**config.mk**
```make
export PLATFORM = sky130hd
export DESIGN_NAME = toy_fetch_unit
export DESIGN_NICKNAME = d
export VERILOG_FILES = /design/src/rtl/toy_pkg.sv /design/src/rtl/toy_sync_fifo.sv /design/src/rtl/toy_fetch_unit.sv
export SDC_FILE = /design/constraint.sdc
export NUM_CORES = 1
export LEC_CHECK = 0
export BUFFER_PORTS_ARGS = -buffer_cell sky130_fd_sc_hd__buf_2
export CORE_ASPECT_RATIO = 0.5
export CORE_MARGIN = 1.5
export CORE_UTILIZATION = 34
export CTS_CLUSTER_DIAMETER = 120
export CTS_CLUSTER_SIZE = 24
export DETAILED_ROUTE_END_ITERATION = 8
export PLACE_DENSITY_LB_ADDON = 0.12
export SYNTH_ARGS = -nofsm -noshare
export SYNTH_HDL_FRONTEND = slang
export SYNTH_HIERARCHICAL = 1
export SYNTH_SLANG_ARGS = --single-unit
```
**constraint.sdc**
```tcl
create_clock -name CLK -period 7.71 [get_ports CLK]
set_input_delay 1.9275 -clock CLK [delete_from_list [all_inputs] [get_ports CLK]]
set_output_delay 1.9275 -clock CLK [all_outputs]
set_load 0.02 [all_outputs]
```
**src/rtl/toy_pkg.sv**
```systemverilog
// Shared types and constants for the RISC_TOY instruction-fetch slice.
package toy_pkg;

   localparam int TOY_INSTR_W = 32;
   localparam int TOY_PC_W    = 32;
   localparam int PC_STEP     = 4;

   // addi x0, x0, 0 -- presented on FD_INSTR while the queue is empty
   localparam logic [TOY_INSTR_W-1:0] TOY_NOP = 32'h0000_0013;

   typedef struct packed {
      logic [TOY_PC_W-1:0]    pc;
      logic [TOY_INSTR_W-1:0] instr;
   } fetch_entry_t;

endpackage

```
**src/rtl/toy_sync_fifo.sv**
```systemverilog
// Synchronous FIFO with push/pop/flush and occupancy count; flush takes priority over push.
module toy_sync_fifo #(
   parameter int DEPTH = 4,
   parameter int WIDTH = 8
) (
   input  logic                     CLK,
   input  logic                     RST,
   input  logic                     push,
   input  logic [WIDTH-1:0]         push_data,
   input  logic                     pop,
   input  logic                     flush,
   output logic [WIDTH-1:0]         pop_data,
   output logic [$clog2(DEPTH):0]   count,
   output logic                     full,
   output logic                     empty
);

   localparam int PW = $clog2(DEPTH);
   localparam int CW = PW + 1;

   logic [WIDTH-1:0] mem [DEPTH];
   logic [PW-1:0]    rd_ptr;
   logic [PW-1:0]    wr_ptr;
   logic             do_push;
   logic             do_pop;

   assign empty    = (count == '0);
   assign full     = (count == CW'(DEPTH));
   assign do_pop   = pop && !empty;
   assign do_push  = push && (!full || do_pop);
   assign pop_data = mem[rd_ptr];

   // NOTE: state registers use non-blocking assignments so every flop samples pre-edge values.
   always_ff @(posedge CLK or posedge RST) begin
      if (RST) begin
         rd_ptr <= '0;
         wr_ptr <= '0;
         count  <= '0;
      end else if (flush) begin
         rd_ptr <= '0;
         wr_ptr <= '0;
         count  <= '0;
      end else begin
         if (do_push) wr_ptr <= wr_ptr + PW'(1);
         if (do_pop)  rd_ptr <= rd_ptr + PW'(1);
         case ({do_push, do_pop})
            2'b10:   count <= count + CW'(1);
            2'b01:   count <= count - CW'(1);
            default: count <= count;
         endcase
      end
   end

   // NOTE: storage is not reset; an entry is only read after it has been written, so reset costs area for nothing.
   always_ff @(posedge CLK) begin
      if (do_push) mem[wr_ptr] <= push_data;
   end

endmodule

```
**src/rtl/toy_fetch_unit.sv**
```systemverilog
// Instruction fetch stage: issues word requests, queues responses, hands {PC, INSTR} to decode.
// Optional FETCH_PERF_CNT_EN adds saturating fetched/flushed counters and their output ports.
module toy_fetch_unit
   import toy_pkg::*;
#(
   parameter int              AW       = TOY_PC_W - 2,
   parameter int              DW       = TOY_INSTR_W,
   parameter int              DEPTH    = 4,
   parameter logic [AW+1:0]   RESET_PC = '0
) (
   input  logic            CLK,
   input  logic            RST,
   output logic            IREQ,
   output logic [AW-1:0]   IADDR,
   input  logic [DW-1:0]   INSTR,
   output logic            FD_VALID,
   input  logic            FD_READY,
   output logic [AW+1:0]   FD_PC,
   output logic [DW-1:0]   FD_INSTR,
   input  logic            REDIR_VALID,
   input  logic [AW+1:0]   REDIR_PC,
   output logic            FETCH_EMPTY
`ifdef FETCH_PERF_CNT_EN
   ,
   output logic [31:0]     PERF_FETCHED,
   output logic [31:0]     PERF_FLUSHED
`endif
);

   localparam int CW = $clog2(DEPTH) + 1;
   localparam int EW = AW + 2 + DW;

   logic [AW+1:0]  fetch_pc;
   logic [AW+1:0]  inflight_pc;
   logic           inflight_valid;
   logic           inflight_epoch;
   logic           epoch;
   logic [CW-1:0]  q_count;
   logic           q_full;
   logic           q_empty;
   logic           q_push;
   logic           q_pop;
   logic [EW-1:0]  q_head;
   logic           issue;

   // Reserve a queue slot for every outstanding request so a response always has room.
   assign issue = !RST && !REDIR_VALID && !q_full &&
                  (((CW+1)'(q_count) + (CW+1)'(inflight_valid)) < (CW+1)'(DEPTH));

   assign IREQ        = issue;
   assign IADDR       = fetch_pc[AW+1:2];
   assign q_push      = inflight_valid && (inflight_epoch == epoch);
   assign q_pop       = FD_VALID && FD_READY;
   assign FD_VALID    = !q_empty;
   assign FD_PC       = q_head[EW-1:DW];
   assign FD_INSTR    = q_empty ? DW'(TOY_NOP) : q_head[DW-1:0];
   assign FETCH_EMPTY = q_empty && !inflight_valid;

   toy_sync_fifo #(
      .DEPTH (DEPTH),
      .WIDTH (EW)
   ) u_queue (
      .CLK       (CLK),
      .RST       (RST),
      .push      (q_push),
      .push_data ({inflight_pc, INSTR}),
      .pop       (q_pop),
      .flush     (REDIR_VALID),
      .pop_data  (q_head),
      .count     (q_count),
      .full      (q_full),
      .empty     (q_empty)
   );

   always_ff @(posedge CLK or posedge RST) begin
      if (RST) begin
         fetch_pc       <= RESET_PC;
         inflight_pc    <= '0;
         inflight_valid <= 1'b0;
         inflight_epoch <= 1'b0;
         epoch          <= 1'b0;
      end else begin
         inflight_valid <= issue;
         if (issue) begin
            inflight_pc    <= fetch_pc;
            inflight_epoch <= epoch;
         end
         // A redirect retags the stream; any response from the old epoch is dropped.
         if (REDIR_VALID) begin
            epoch    <= ~epoch;
            fetch_pc <= {REDIR_PC[AW+1:2], 2'b00};
         end else if (issue) begin
            fetch_pc <= fetch_pc + (AW+2)'(PC_STEP);
         end
      end
   end

`ifdef FETCH_PERF_CNT_EN
   logic [CW:0]   drop_cnt;
   logic [32:0]   flushed_sum;

   // Words lost to a redirect: queue contents not popped this cycle plus the in-flight word.
   assign drop_cnt    = (CW+1)'(q_count) - (CW+1)'(q_pop) + (CW+1)'(inflight_valid);
   assign flushed_sum = {1'b0, PERF_FLUSHED} + 33'(drop_cnt);

   always_ff @(posedge CLK or posedge RST) begin
      if (RST) begin
         PERF_FETCHED <= '0;
         PERF_FLUSHED <= '0;
      end else begin
         if (q_pop && (PERF_FETCHED != '1)) PERF_FETCHED <= PERF_FETCHED + 32'd1;
         if (REDIR_VALID) PERF_FLUSHED <= flushed_sum[32] ? '1 : flushed_sum[31:0];
      end
   end
`endif

endmodule

```
==> results of run 1 <==
## final cells by class
cell class	count	area, um2
fill	3543	22700
sequential	326	9450
multi-input combinational	403	3390
timing repair buffer	173	893
tap	520	651
clock buffer	28	467
inverter	15	56.3
clock inverter	2	20.0
antenna	1	2.50
## how the worst min path moves through the flow
stage	endpoint	slack, ns	cells past startpoint	start
global placement	inflight_epoch$_DFFE_PP0P_	0.49	2	inflight_epoch$_DFFE_PP0P_
global route	epoch$_DFFE_PP0P_	0.53	1	epoch$_DFFE_PP0P_
CTS	inflight_epoch$_DFFE_PP0P_	0.51	2	inflight_epoch$_DFFE_PP0P_
finish	inflight_epoch$_DFFE_PP0P_	0.50	2	inflight_epoch$_DFFE_PP0P_
floorplan	inflight_epoch$_DFFE_PP0P_	0.47	2	inflight_epoch$_DFFE_PP0P_
detailed placement	inflight_epoch$_DFFE_PP0P_	0.48	2	inflight_epoch$_DFFE_PP0P_
## state kept, by name, indices dropped and copies added (netlist names)
name and flops:
epoch 1, fetch_pc 30, inflight_epoch 1, inflight_pc 30
inflight_valid 1, u_queue/count 3, u_queue/mem 256, u_queue/rd_ptr 2
u_queue/wr_ptr 2
## through the flow
| stage | instance area (um2) | hold slack [ns] | instances | power [uW] |
|---|---|---|---|---|
| 2_1_floorplan | 13100 | 0.467 | 783 | 2420 |
| 3_3_place_gp | 14400 | 0.485 | 1437 | 2580 |
| 3_5_place_dp | 14400 | 0.484 | 1437 | 2590 |
| 4_1_cts | 14900 | 0.509 | 1467 | 3580 |
| 5_1_grt | 14900 | 0.530 | 1468 | 3680 |
| 6_report | 14900 | 0.504 | 1468 | 3520 |
## power groups by stage
stage          clock network (uW)  logic [uW]  registers, uW
2_1_floorplan                   0         241           2180
3_3_place_gp                    0         404           2170
3_5_place_dp                    0         408           2180
4_1_cts                      1020         409           2140
5_1_grt                      1080         436           2160
6_report                      983         396           2140
## metal layers
metal	global-route usage	vias to the layer above	share of wire
li1	-	3293	-
met1	0.201	3686	0.44
met2	0.250	111	0.50
met3	0.0245	31	0.040
met4	0.0373	0	0.020
met5	0	-	0
## cell usage after synthesis (2+ instances only)
master	instances
a21oi_1	2
buf_6	9
a22oi_1	3
nor3_1	3
o311ai_1	2
or4b_1	2
inv_1	13
nand2b_1	4
edfxtp_1	256
dfrtp_1	70
o21bai_1	2
a21o_1	5
o311ai_0	4
nand3_1	22
xnor2_1	3
nor2b_1	31
nand4_1	8
mux4_2	64
nand2_1	119
nor2_1	20
a31oi_1	8
clkbuf_1	13
ha_1	5
o21ai_0	18
o211ai_1	9
a221o_1	5
o31ai_1	2
buf_2	13
or3_1	2
o2111ai_1	2
nor4_1	2
mux2i_1	4
xor2_1	4
or2_2	4
buf_4	3
and3_1	7
and4_1	3
or4_1	2
and2_1	7
## cells by family after synthesis
logic type | Yosys count | share of synthesized area
and+or+nand+nor | 244 | 0.0922
muxes | 69 | 0.114
xor gates and xnor gates | 7 | 0.00468
adders and majority gates | 6 | 0.00631
DFF | 326 | 0.721
AOI/OAI and AO/OA | 69 | 0.0382
other | 1 | 0.000286
buffers and inverters | 54 | 0.0235
## critical path, stage by stage
cell and delay, ns:
buf_2 0.11, or4_4 0.52, a31o_4 0.42, inv_2 0.12
buf_2 0.17
==> run_results.csv, run 1 <==
group,metric,value,unit
sta,hold_viol,0,
clock_tree,cts_made_buffers,17,
placed_design,io_buffers,162,
sta,post-route-period-util,0.679,
synth,synth_top_cell_by_area,"edfxtp_1",
synth,synth.yosys.seq_area_share,0.721,
run_status,status,"completed",
clock_tree,cts-htree-levels,1,
floorplan,initial_core_util,0.348,
synth,synth_warnings,6,
layout,layout_common_cells,"edfxtp_1 (256), buf_2 (162), nand2_1 (119)",
placed_design,gp_congestion,0.726,
route,vias_per_cell,4.85,
sta,relSlewSlack,0.388,
route,drt_first_pass_iters,4,
worst_setup_path,r2r-start,"u_queue/count[0]$_DFFE_PP0P_",
sta,rsz0062_at_grt,"no",
power,power_density,236,nW/um2
sta,fmax,0.191,GHz
floorplan,die-area,39800,um2
min_path,hold_path_class,"reg2reg",
route,wire_per_inst,19.9,um
floorplan,die_h,142,um
clock_tree,cts_setup_buffers,0,
floorplan,rows,50,
clock_tree,cts_buffer_depth,3,
worst_setup_path,cp-endpoint,"IREQ",
synth,synth_edf_count,256,
worst_setup_path,crit_arrival,3.31,ns
route,postRouteAntennaNets,0,
sta,min_period,5.23,ns
worst_setup_path,r2r_setup_slack,4.22,ns
floorplan,io_pins,165,
floorplan,coreArea,37700,um2
layout,final_layout_size_suffix_gt1_frac,0.294,
clock_tree,cts_hold_buf,0,
global_routing,antenna_found_initial,1,
layout,post-route-util,0.396,
power,p_clk_frac,0.279,
power,ir_drop,113,uV
route,wl,29300,um
layout,fin_nets,1010,
worst_setup_path,crit_path_end_kind,"output port",
synth,synth.distinct_cells,60,
synth,async_flop_share,0.215,
worst_setup_path,worstRegToRegCells,6,
clock_tree,cts_tree,"done",
route,vias,7121,
sta,finalClockSkew,0.0342,ns
clock_tree,clock_latency,0.54,ns
power,swShare,0.253,
route,drt-initial-drc-count,398,
placed_design,dp_slack,2.47,ns
clock_tree,cts.sink_count,326,
worst_setup_path,cp-start-kind,"primary input",
layout,final_common_cell,"edfxtp_1",
global_routing,grt_overflow,0,
synth,synth.top_cell.area_share,0.587,
route,drc,0,
sta,timing.setup.tns,0,ns
power,power_frac_seq,0.608,
synth,syn-cell-area,13100,um2
layout,syn2layout_area_growth,14.0,%
clock_tree,path_clk_slew,0.10,ns
clock_tree,clockRootBuffer,"clkbuf_16",
global_routing,grt_pass1_vias,7215,
run,maxCapViolCount,0,
synth,yosys-top-cells-area,"edfxtp_1 (59%), dfrtp_1 (13%), mux4_2 (11%)",
global_routing,grt_first_pass_wirelength,44200,um
placed_design,dp_hpwl,17500,um
global_routing,grt_max_degree,64,
worst_setup_path,crit_required,5.78,ns
worst_setup_path,cp_max_fo,58,
synth,synth_area_per_cell,16.9,um2
worst_setup_path,crit_type,"in2out",
worst_setup_path,critPathLaunch,"REDIR_VALID",
power,power.internal,2630,uW
clock_tree,post_cts_resized,0,
synth,synth_seq_cells,326,
power,combPwrFrac,0.112,
sta,setup_viol,0,
sta,worstMarginPinSlew,0.918,ns
worst_setup_path,worstReg2RegEnd,"u_queue/mem[1][9]$_DFFE_PP_",
sta,maxSlewViolCount,0,
floorplan,fp.dieW,281,um
global_routing,grt_usage,0.148,
synth,postSynthCellCount,776,
power,power_leakage,0.00539,uW
power,netSwitchingPower,890,uW
sta,worst_slack,2.48,ns
synth,synth-main-ff-cell,"edfxtp_1",
Power figures use the tool's default switching activity.
==> run 2: changes to the inputs <==
==> constraint.sdc (replaced) <==
create_clock -name CLK -period 4.7 [get_ports CLK]
set_input_delay 1.175 -clock CLK [delete_from_list [all_inputs] [get_ports CLK]]
set_output_delay 1.175 -clock CLK [all_outputs]
set_load 0.02 [all_outputs]
==> run_results.csv, run 2 (same netlist as run 1, synthesis figures left out) <==
group,metric,value,unit
route,wire_per_inst,20.5,um
worst_setup_path,cp_max_fo,33,
worst_setup_path,crit_arrival,2.71,ns
floorplan,die-area,39800,um2
sta,post-route-period-util,0.827,
clock_tree,path_clk_slew,0.10,ns
floorplan,die_h,142,um
run_status,status,"completed",
floorplan,fp.dieW,281,um
floorplan,initial_core_util,0.348,
placed_design,io_buffers,162,
sta,hold_viol,0,
sta,fmax,0.257,GHz
layout,syn2layout_area_growth,14.7,%
power,power_leakage,0.00542,uW
clock_tree,post_cts_resized,0,
worst_setup_path,worstRegToRegCells,10,
route,vias_per_cell,4.84,
worst_setup_path,crit_type,"reg2out",
layout,antenna_cells,0,
power,power_density,385,nW/um2
worst_setup_path,crit_required,3.52,ns
layout,fin_area,15000,um2
route,drc,0,
clock_tree,cts_hold_buf,0,
sta,relSlewSlack,0.460,
sta,maxSlewViolCount,0,
sta,timing.setup.tns,0,ns
route,drt-initial-drc-count,478,
global_routing,grt_usage,0.154,
floorplan,rows,50,
global_routing,grt_overflow,0,
layout,regMostFlops,"u_queue/mem",
worst_setup_path,worstReg2RegEnd,"fetch_pc[6]$_DFFE_PP0P_",
layout,largestRegisters,"u_queue/mem: 256 flops, fetch_pc: 30 flops, inflight_pc: 30 flops",
layout,fill_cells,3540,
floorplan,io_pins,165,
route,drt_first_pass_iters,5,
clock_tree,cts_setup_buffers,0,
layout,largest_register_ffs,256,
sta,min_period,3.89,ns
min_path,whs_path_depth,2,
sta,worst_slack,0.814,ns
worst_setup_path,crit_path_end_kind,"output port",
placed_design,dpl_cell_area,14500,um2
run,maxCapViolCount,0,
min_path,hold_start,"inflight_epoch$_DFFE_PP0P_",
route,vias,7118,
min_path,whs_endpoint,"inflight_epoch$_DFFE_PP0P_",
clock_tree,cts_buffer_depth,3,
placed_design,gp_congestion,0.753,
sta,setup_viol,0,
clock_tree,cts-htree-levels,1,
power,ir_drop,257,uV
clock_tree,clock_latency,0.53,ns
clock_tree,cts_made_buffers,17,
worst_setup_path,r2r-start,"u_queue/count[0]$_DFFE_PP0P_",
layout,final_layout_size_suffix_gt1_frac,0.298,
sta,worstMarginPinSlew,0.809,ns
layout,fin_nets,1015,
layout,final_common_cell,"edfxtp_1",
worst_setup_path,critPathSlowestCell,"dfrtp_4",
placed_design,dp_hpwl,18400,um
clock_tree,cts.sink_count,326,
worst_setup_path,max_stage_delay,0.95,ns
sta,finalClockSkew,0.0293,ns
global_routing,antenna_found_initial,0,
route,wl,30100,um
worst_setup_path,path_cells,"buf_4, mux4_2, buf_2",
layout,layout_common_cells,"edfxtp_1 (256), buf_2 (162), nand2_1 (119)",
global_routing,grt_first_pass_wirelength,46200,um
placed_design,dp_slack,0.708,ns
layout,post-route-util,0.399,
global_routing,grt_pass1_vias,7505,
clock_tree,cts_tree,"done",
floorplan,coreArea,37700,um2
worst_setup_path,cp-start-kind,"flip-flop",
clock_tree,clockRootBuffer,"clkbuf_16",
sta,rsz0062_at_grt,"no",
worst_setup_path,r2r_setup_slack,1.11,ns
min_path,hold_path_class,"reg2reg",
global_routing,grt_max_degree,59,
route,postRouteAntennaNets,0,
-- run 2: final cells by class --
cell class | instances | area [um2] | area share
sequential | 326 | 9450 | 0.629
clock buffer | 26 | 459 | 0.0306
multi-input combinational | 403 | 3390 | 0.226
timing repair buffer | 178 | 993 | 0.0662
clock inverter | 2 | 20.0 | 0.00133
inverter | 15 | 56.3 | 0.00375
tap | 520 | 651 | 0.0433
-- run 2: through the flow --
stage               std cells  hold WS [ns]  total power (uW)
floorplan                 783         0.467              3960
global placement         1442         0.481              4230
detailed placement       1442         0.487              4260
CTS                      1470         0.516              5890
global route             1470         0.534              6050
finish                   1470         0.512              5780
-- run 2: worst max path at each step --
| stage | slack [ns] | start | to |
|---|---|---|---|
| CTS | 0.70 | u_queue/rd_ptr[0]$_DFFE_PP0P_ | FD_PC[9] |
| floorplan | 0.92 | FD_READY | u_queue/mem[0][0]$_DFFE_PP_ |
| global placement | 0.74 | REDIR_VALID | fetch_pc[5]$_DFFE_PP0P_ |
| detailed placement | 0.71 | RST | fetch_pc[6]$_DFFE_PP0P_ |
| finish | 0.81 | u_queue/rd_ptr[0]$_DFFE_PP0P_ | FD_PC[9] |
| global route | 0.60 | u_queue/rd_ptr[0]$_DFFE_PP0P_ | FD_PC[9] |
-- run 2: report_power, final --
part | internal [uW] | switching (uW) | total (uW)
combinational | 253 | 410 | 663
sequential | 3370 | 139 | 3510
clock | 693 | 917 | 1610
total | 4310 | 1470 | 5780
-- run 2: layer usage --
metal | up-vias | wire length, um | track usage
met5 | - | 0 | 0
met4 | 0 | 491 | 0.0296
met3 | 30 | 951 | 0.0244
met2 | 95 | 15000 | 0.266
met1 | 3699 | 13700 | 0.206
li1 | 3294 | - | -
-- run 2: worst max-delay path, delay by kind of cell, from the launching register on --
family                 cells  cell delay (ns)
buffers and inverters      2             0.62
flip-flops                 1             0.95
multiplexers               1             0.59
